==> src/rtl/radix2_butterfly_cfg.sv <==
// Parametrised, fully pipelined radix-2 complex butterfly.
//   DIF (imode=0): A' = A + B,  B' = (A - B) * W
//   DIT (imode=1): T = B * W,   A' = A + T, B' = A - T
// Optional divide-by-2 scaling, round-half-up twiddle products, output saturation and
// a sticky overflow flag. Accepts one butterfly per cycle. A transaction sampled at
// edge N appears on the outputs after edge N+4.
//
// Ports:
//   clk, reset            clock (rising edge), synchronous active-high reset
//   iact                  input valid
//   ictrl/iaddr           sideband tags, carried unmodified to octrl/oaddr
//   imode                 0 = DIF, 1 = DIT (per transaction)
//   iscale                1 = divide results by 2 (per transaction)
//   a_re/a_im/b_re/b_im   signed operands A and B (DW bits)
//   w_re/w_im             signed twiddle, Q1.(TW-1)
//   oact                  output valid
//   octrl/oaddr           delayed tags
//   oa_re/oa_im/ob_re/ob_im  results A' and B'; held while oact=0
//   ovf                   sticky saturation flag
//   ovf_clr               clears ovf (a simultaneous set wins)
module radix2_butterfly_cfg #(
  parameter int unsigned DW = 16,
  parameter int unsigned TW = 16,
  parameter int unsigned AW = 9,
  parameter int unsigned CW = 2
) (
  input  logic          clk,
  input  logic          reset,
  input  logic          iact,
  input  logic [CW-1:0] ictrl,
  input  logic [AW-1:0] iaddr,
  input  logic          imode,
  input  logic          iscale,
  input  logic [DW-1:0] a_re,
  input  logic [DW-1:0] a_im,
  input  logic [DW-1:0] b_re,
  input  logic [DW-1:0] b_im,
  input  logic [TW-1:0] w_re,
  input  logic [TW-1:0] w_im,
  output logic          oact,
  output logic [CW-1:0] octrl,
  output logic [AW-1:0] oaddr,
  output logic [DW-1:0] oa_re,
  output logic [DW-1:0] oa_im,
  output logic [DW-1:0] ob_re,
  output logic [DW-1:0] ob_im,
  output logic          ovf,
  input  logic          ovf_clr
);

  localparam int unsigned SumW  = DW + 1;          // A+B / A-B
  localparam int unsigned ProdW = SumW + TW;       // full-width partial product
  localparam int unsigned CmbW  = ProdW + 1;       // rr-ii / ri+ir
  localparam int unsigned RndW  = CmbW - (TW - 1); // rounded product
  localparam int unsigned OutW  = DW + 4;          // A +/- T before scale/saturate

  localparam logic signed [CmbW-1:0] RndK   = CmbW'(1) << (TW - 2);
  localparam logic signed [OutW-1:0] SatMax = {{(OutW-DW+1){1'b0}}, {(DW-1){1'b1}}};
  localparam logic signed [OutW-1:0] SatMin = {{(OutW-DW+1){1'b1}}, {(DW-1){1'b0}}};

  typedef struct packed {
    logic          vld;
    logic          mode;
    logic          scale;
    logic [CW-1:0] ctrl;
    logic [AW-1:0] addr;
  } tag_t;

  typedef struct packed {
    tag_t                   tag;
    logic signed [DW-1:0]   a_re, a_im, b_re, b_im;
    logic signed [TW-1:0]   w_re, w_im;
  } s0_t;

  // p: pass-through operand (A+B for DIF, A for DIT); q: multiplicand (A-B or B)
  typedef struct packed {
    tag_t                   tag;
    logic signed [SumW-1:0] p_re, p_im, q_re, q_im;
    logic signed [TW-1:0]   w_re, w_im;
  } s1_t;

  typedef struct packed {
    tag_t                    tag;
    logic signed [SumW-1:0]  p_re, p_im;
    logic signed [ProdW-1:0] rr, ii, ri, ir;
  } s2_t;

  typedef struct packed {
    tag_t                   tag;
    logic signed [SumW-1:0] p_re, p_im;
    logic signed [RndW-1:0] t_re, t_im;
  } s3_t;

  typedef struct packed {
    logic          vld;
    logic [CW-1:0] ctrl;
    logic [AW-1:0] addr;
    logic [DW-1:0] a_re, a_im, b_re, b_im;
  } out_t;

  s0_t  s0_d, s0_q;
  s1_t  s1_d, s1_q;
  s2_t  s2_d, s2_q;
  s3_t  s3_d, s3_q;
  out_t out_d, out_q;
  logic ovf_d, ovf_q;

  // Returns {clipped, value}: optional (x+1)>>>1, then clip to DW bits.
  function automatic logic [DW:0] scale_sat(input logic signed [OutW-1:0] x,
                                            input logic                   scale);
    logic signed [OutW-1:0] y;
    y = scale ? ((x + OutW'(1)) >>> 1) : x;
    if (y > SatMax) begin
      scale_sat = {1'b1, DW'(SatMax)};
    end else if (y < SatMin) begin
      scale_sat = {1'b1, DW'(SatMin)};
    end else begin
      scale_sat = {1'b0, DW'(y)};
    end
  endfunction

  always_comb begin
    s0_d           = s0_q;
    s0_d.tag.vld   = iact;
    s0_d.tag.mode  = imode;
    s0_d.tag.scale = iscale;
    s0_d.tag.ctrl  = ictrl;
    s0_d.tag.addr  = iaddr;
    s0_d.a_re      = a_re;
    s0_d.a_im      = a_im;
    s0_d.b_re      = b_re;
    s0_d.b_im      = b_im;
    s0_d.w_re      = w_re;
    s0_d.w_im      = w_im;
  end

  always_comb begin
    s1_d      = s1_q;
    s1_d.tag  = s0_q.tag;
    s1_d.w_re = s0_q.w_re;
    s1_d.w_im = s0_q.w_im;
    if (s0_q.tag.mode) begin
      s1_d.p_re = SumW'(s0_q.a_re);
      s1_d.p_im = SumW'(s0_q.a_im);
      s1_d.q_re = SumW'(s0_q.b_re);
      s1_d.q_im = SumW'(s0_q.b_im);
    end else begin
      s1_d.p_re = SumW'(s0_q.a_re) + SumW'(s0_q.b_re);
      s1_d.p_im = SumW'(s0_q.a_im) + SumW'(s0_q.b_im);
      s1_d.q_re = SumW'(s0_q.a_re) - SumW'(s0_q.b_re);
      s1_d.q_im = SumW'(s0_q.a_im) - SumW'(s0_q.b_im);
    end
  end

  always_comb begin
    s2_d      = s2_q;
    s2_d.tag  = s1_q.tag;
    s2_d.p_re = s1_q.p_re;
    s2_d.p_im = s1_q.p_im;
    s2_d.rr   = ProdW'(s1_q.q_re) * ProdW'(s1_q.w_re);
    s2_d.ii   = ProdW'(s1_q.q_im) * ProdW'(s1_q.w_im);
    s2_d.ri   = ProdW'(s1_q.q_re) * ProdW'(s1_q.w_im);
    s2_d.ir   = ProdW'(s1_q.q_im) * ProdW'(s1_q.w_re);
  end

  // Round half up: add half an LSB of the Q1.(TW-1) result, then drop the fraction.
  always_comb begin
    s3_d      = s3_q;
    s3_d.tag  = s2_q.tag;
    s3_d.p_re = s2_q.p_re;
    s3_d.p_im = s2_q.p_im;
    s3_d.t_re = RndW'((CmbW'(s2_q.rr) - CmbW'(s2_q.ii) + RndK) >>> (TW - 1));
    s3_d.t_im = RndW'((CmbW'(s2_q.ri) + CmbW'(s2_q.ir) + RndK) >>> (TW - 1));
  end

  logic signed [OutW-1:0] xa_re, xa_im, xb_re, xb_im;
  logic        [DW:0]     sa_re, sa_im, sb_re, sb_im;
  logic                   clip_any;

  always_comb begin
    if (s3_q.tag.mode) begin
      xa_re = OutW'(s3_q.p_re) + OutW'(s3_q.t_re);
      xa_im = OutW'(s3_q.p_im) + OutW'(s3_q.t_im);
      xb_re = OutW'(s3_q.p_re) - OutW'(s3_q.t_re);
      xb_im = OutW'(s3_q.p_im) - OutW'(s3_q.t_im);
    end else begin
      xa_re = OutW'(s3_q.p_re);
      xa_im = OutW'(s3_q.p_im);
      xb_re = OutW'(s3_q.t_re);
      xb_im = OutW'(s3_q.t_im);
    end
    sa_re    = scale_sat(xa_re, s3_q.tag.scale);
    sa_im    = scale_sat(xa_im, s3_q.tag.scale);
    sb_re    = scale_sat(xb_re, s3_q.tag.scale);
    sb_im    = scale_sat(xb_im, s3_q.tag.scale);
    clip_any = sa_re[DW] | sa_im[DW] | sb_re[DW] | sb_im[DW];
  end

  // Outputs hold their last value unless a valid transaction leaves the pipe.
  always_comb begin
    out_d     = out_q;
    out_d.vld = s3_q.tag.vld;
    if (s3_q.tag.vld) begin
      out_d.ctrl = s3_q.tag.ctrl;
      out_d.addr = s3_q.tag.addr;
      out_d.a_re = sa_re[DW-1:0];
      out_d.a_im = sa_im[DW-1:0];
      out_d.b_re = sb_re[DW-1:0];
      out_d.b_im = sb_im[DW-1:0];
    end
  end

  // Set beats clear when both happen on the same edge.
  always_comb begin
    ovf_d = ovf_q;
    if (ovf_clr) ovf_d = 1'b0;
    if (s3_q.tag.vld && clip_any) ovf_d = 1'b1;
  end

  always_ff @(posedge clk) begin
    if (reset) begin
      s0_q  <= '0;
      s1_q  <= '0;
      s2_q  <= '0;
      s3_q  <= '0;
      out_q <= '0;
      ovf_q <= 1'b0;
    end else begin
      s0_q  <= s0_d;
      s1_q  <= s1_d;
      s2_q  <= s2_d;
      s3_q  <= s3_d;
      out_q <= out_d;
      ovf_q <= ovf_d;
    end
  end

  assign oact  = out_q.vld;
  assign octrl = out_q.ctrl;
  assign oaddr = out_q.addr;
  assign oa_re = out_q.a_re;
  assign oa_im = out_q.a_im;
  assign ob_re = out_q.b_re;
  assign ob_im = out_q.b_im;
  assign ovf   = ovf_q;

endmodule

==> config.mk <==
export PLATFORM = sky130hd
export DESIGN_NAME = radix2_butterfly_cfg
export DESIGN_NICKNAME = d
export VERILOG_FILES = /design/src/rtl/radix2_butterfly_cfg.sv
export SDC_FILE = /design/constraint.sdc
export NUM_CORES = 2
export LEC_CHECK = 0
export BUFFER_PORTS_ARGS = -buffer_cell sky130_fd_sc_hd__buf_2
export CAP_MARGIN = 20
export CORE_ASPECT_RATIO = 0.8
export CORE_MARGIN = 2
export CORE_UTILIZATION = 59
export DETAILED_ROUTE_END_ITERATION = 8
export PLACE_DENSITY = 0.84
export SLEW_MARGIN = 15
export SYNTH_ARGS = -nofsm -noshare
export SYNTH_HDL_FRONTEND = slang
export SYNTH_SLANG_ARGS = --single-unit
==> constraint.sdc <==
create_clock -name clk -period 5.9 [get_ports clk]
set_input_delay 0.885 -clock clk [delete_from_list [all_inputs] [get_ports clk]]
set_output_delay 0.885 -clock clk [all_outputs]
set_load 0.03 [all_outputs]
==> impl_results.md <==
* Status: finished, violations left
* Failing checks: design-rule violations, negative setup slack
* Max Transition Viols Final at 0
* GRT Residual Overflow at 0
* Top cell type's share of synthesized area at 0.317
* Largest net degree at the start of global routing at 199
* Port Buffer Count at roughly 190
* Critical path fanouts, max at 15
* CTS clk-pin slew, worst paths at 0.06 ns
* Worst R2R Path Depth at 22
* Gpl congestion at 0.999
* FP Rows at around 110
* Detailed Routing Iterations Pass 1 at 9
* Clock net sink count at approximately 570
* Placed cell area at 0.0769 mm2
* Die outline width at 390 um
* Gr usage total at 0.362
* Most frequent cell after synthesis: inv_1
* Routed wire length at 225000 um
* Top post-synthesis cells by area: fa_1, dfxtp_1, ha_1, inv_1, nand2_1
* Final worst-path cycle share at 1.15
* Hold Fails Final Rpt at 0
* Syn_nets at 9749
* Cell Pwr Density at 243 mW/mm2
* Leakage at approximately 37 nW
* Post-synth EDFFs at 0
* Die Area at 0.122 mm2
* WL per Instance at approximately 22 um
* TritonCTS clock tree: yes
* Worst Path Arrival at 7.33 ns
* Pre-CTS WS at -0.764 ns
* Root Buffer: clkbuf_16
* Boundary Pins at between 150 and 200
* FF-to-FF End: s2_q[64]
* Netlist cell types at 110
* Fillcell total at 8289
* Final setup violation count at 64
* Final worst slack at -0.914 ns
* CP Launch Point: s1_q[57]
* Post-route cell area at between 0.08 and 0.09 mm2
* Area leader, netlist: fa_1
* WP data required at between 6 and 7 ns
* Area Overhead vs Synth at 17.1%
* Post-DRT Antenna Nets at 0
* Share of cells above drive strength 1 at 0.167
* Worst-margin pin slew at 1.05 ns
* Sequential cell area fraction in the yosys report at 0.161
* Setup crit end: s2_q[64]
* Post-DP HPWL at approximately 170000 um
* Initial drt markers at 7089
* Fin crit period at 6.81 ns
* FF-to-FF setup slack at -0.91 ns
* Crit Path Class: reg2reg
* DR DRC count at 2
* Inst Count DP at around 9800
* CP endpoint kind: flop
* Origin of the critical flop-to-flop path: s1_q[57]
* Clk_skew at between 0.02 and 0.025 ns
* CP Launch Type: flop
* Synth Area per Inst at about 8.9 um2
* Vias at between 50000 and 60000
* First-pass GRT wire length at 343000 um
* Initial antenna violation count at 20
* Max_cap viols at 0
* Finished Layout Cells at 10095
* Core area at 0.118 mm2
* Vias in the first global route at about 62000
* Hold Slack at 0.411 ns
* Commonest register cell after synthesis: dfxtp_1
* Num CTS Buffers at 66
* Ys Warns at 0
* Clock Path Buffers at 3
* Worst min path class: in2reg
* Die Y-Extent at ~310 um
* # nets final at around 10000
* H-tree depth at 3
* Worst skew pair latency at ~0.7 ns
* Cells after Synth at 7918
* Max_slew headroom at 0.302
* VDD IR max at 0.000203 V
* Asr flop ratio synth at 0
* Synth Cell Area at between 0.07 and 0.08 mm2
* Sum Neg Setup Slack at -29.76 ns
* RSZ-0062 raised after global routing: yes
* Top post-synthesis cells by count: inv_1, fa_1, nand2_1
* Number of vias per cell at ~6
* Starting Density at 0.594
* Yosys reg bits at 567
* Peak Freq at about 0.15 GHz
layer usage:
metal	track usage	routed length, um	share of wire
met5	0	132	0.00059
met4	0.206	16200	0.072
met3	0.120	30500	0.14
met2	0.524	93500	0.42
met1	0.478	84800	0.38
worst min path at each step:
stage                         start   endpoint  slack [ns]  cells past startpoint
after floorplan            s0_q[17]   s1_q[17]        0.41                      1
after global placement    s2_q[172]   s3_q[78]        0.42                      1
final                      iaddr[2]   s0_q[98]        0.41                      2
after global routing       b_im[13]   s0_q[45]        0.41                      2
after CTS                   w_im[7]    s0_q[7]        0.39                      2
after detailed placement  s1_q[101]  s2_q[167]        0.42                      1
flip-flops by register name, indices dropped and copies added (netlist names), 16 cells and up:
signal / cells
s0_q: 110
s3_q: 85
oa_re: 16
s2_q: 180
oa_im: 16
ob_re: 16
ob_im: 16
s1_q: 114
metrics by stage:
stage	util	power, mW
floorplan	-	11.0
global placement	0.649	14.1
detailed placement	0.649	14.5
CTS	0.686	19.2
global route	0.695	21.0
finish	0.695	20.0
worst max-delay path, cell delays in order (launching register included):
cell       delay [ns]
dfxtp_1          0.36
buf_12           0.20
buf_4            0.24
nand2_1          0.12
fa_1             0.56
inv_1            0.06
fa_1             0.49
fa_1             0.54
fa_1             0.72
inv_1            0.14
fa_1             0.54
inv_1            0.06
fa_1             0.53
ha_4             0.23
a2111oi_4        0.36
buf_4            0.20
nor2_4           0.06
a311o_2          0.40
a31oi_4          0.24
nand2_1          0.07
a31oi_1          0.25
xor2_1           0.19
nor2_1           0.06
power breakdown:
group | internal [mW] | total [mW] | switching (mW) | leakage [nW]
Combinational | 4.42 | 10.8 | 6.41 | 31.4
Clock | 2.45 | 4.35 | 1.90 | 1.09
Sequential | 4.33 | 4.80 | 0.469 | 4.68
area by class of cell:
type | count | area, um2 | share of cell area
Timing Repair Buffer | 878 | 7630 | 0.0927
Inverter | 1392 | 5230 | 0.0635
Tap cell | 1552 | 1940 | 0.0236
Multi-Input combinational cell | 5581 | 53800 | 0.654
Antenna cell | 9 | 22.5 | 0.000274
Clock buffer | 83 | 1830 | 0.0222
Sequential cell | 567 | 11500 | 0.139
Clock inverter | 33 | 417 | 0.00506
cell families (layout without fill, tap and decap cells):
| logic type | after synthesis | in the layout | synth area share |
|---|---|---|---|
| other cells | 0 | 9 | 0 |
| buf+inv | 1770 | 2386 | 0.0970 |
| fa+ha+maj | 1718 | 1718 | 0.424 |
| simple gates | 2569 | 2569 | 0.183 |
| xor+xnor | 231 | 231 | 0.0288 |
| mux | 51 | 51 | 0.00753 |
| compound gates | 1012 | 1012 | 0.0980 |
| flops | 567 | 567 | 0.161 |
cell usage in the layout (no fill, tap or decap), types with 37 or more instances in the layout:
master	n
buf_12	79
nor3_1	125
nand2b_1	108
nand2_1	789
buf_6	74
and3_1	42
buf_4	515
a21o_1	94
a21oi_1	227
buf_2	188
xnor2_1	143
inv_1	1344
clkbuf_16	68
nor2b_1	318
a31oi_1	37
dfxtp_1	530
inv_2	45
or3_1	37
o21ai_0	163
a211oi_1	41
xor2_1	69
fa_1	1099
nor2_1	438
and2_1	426
ha_1	569
nand3_1	62
what timing repair did:
action / 4_1_cts / 5_1_grt
pin swaps: 164 / 163
endpoints found under the hold margin: 0 / 0
resized for setup: 322 / 202
buffers inserted: 97 / 49
hold buffers: 0 / 0
gates cloned: 4 / 1
setup endpoints to repair: 64 / 72
No activity file was read; power rests on OpenSTA's default activity.
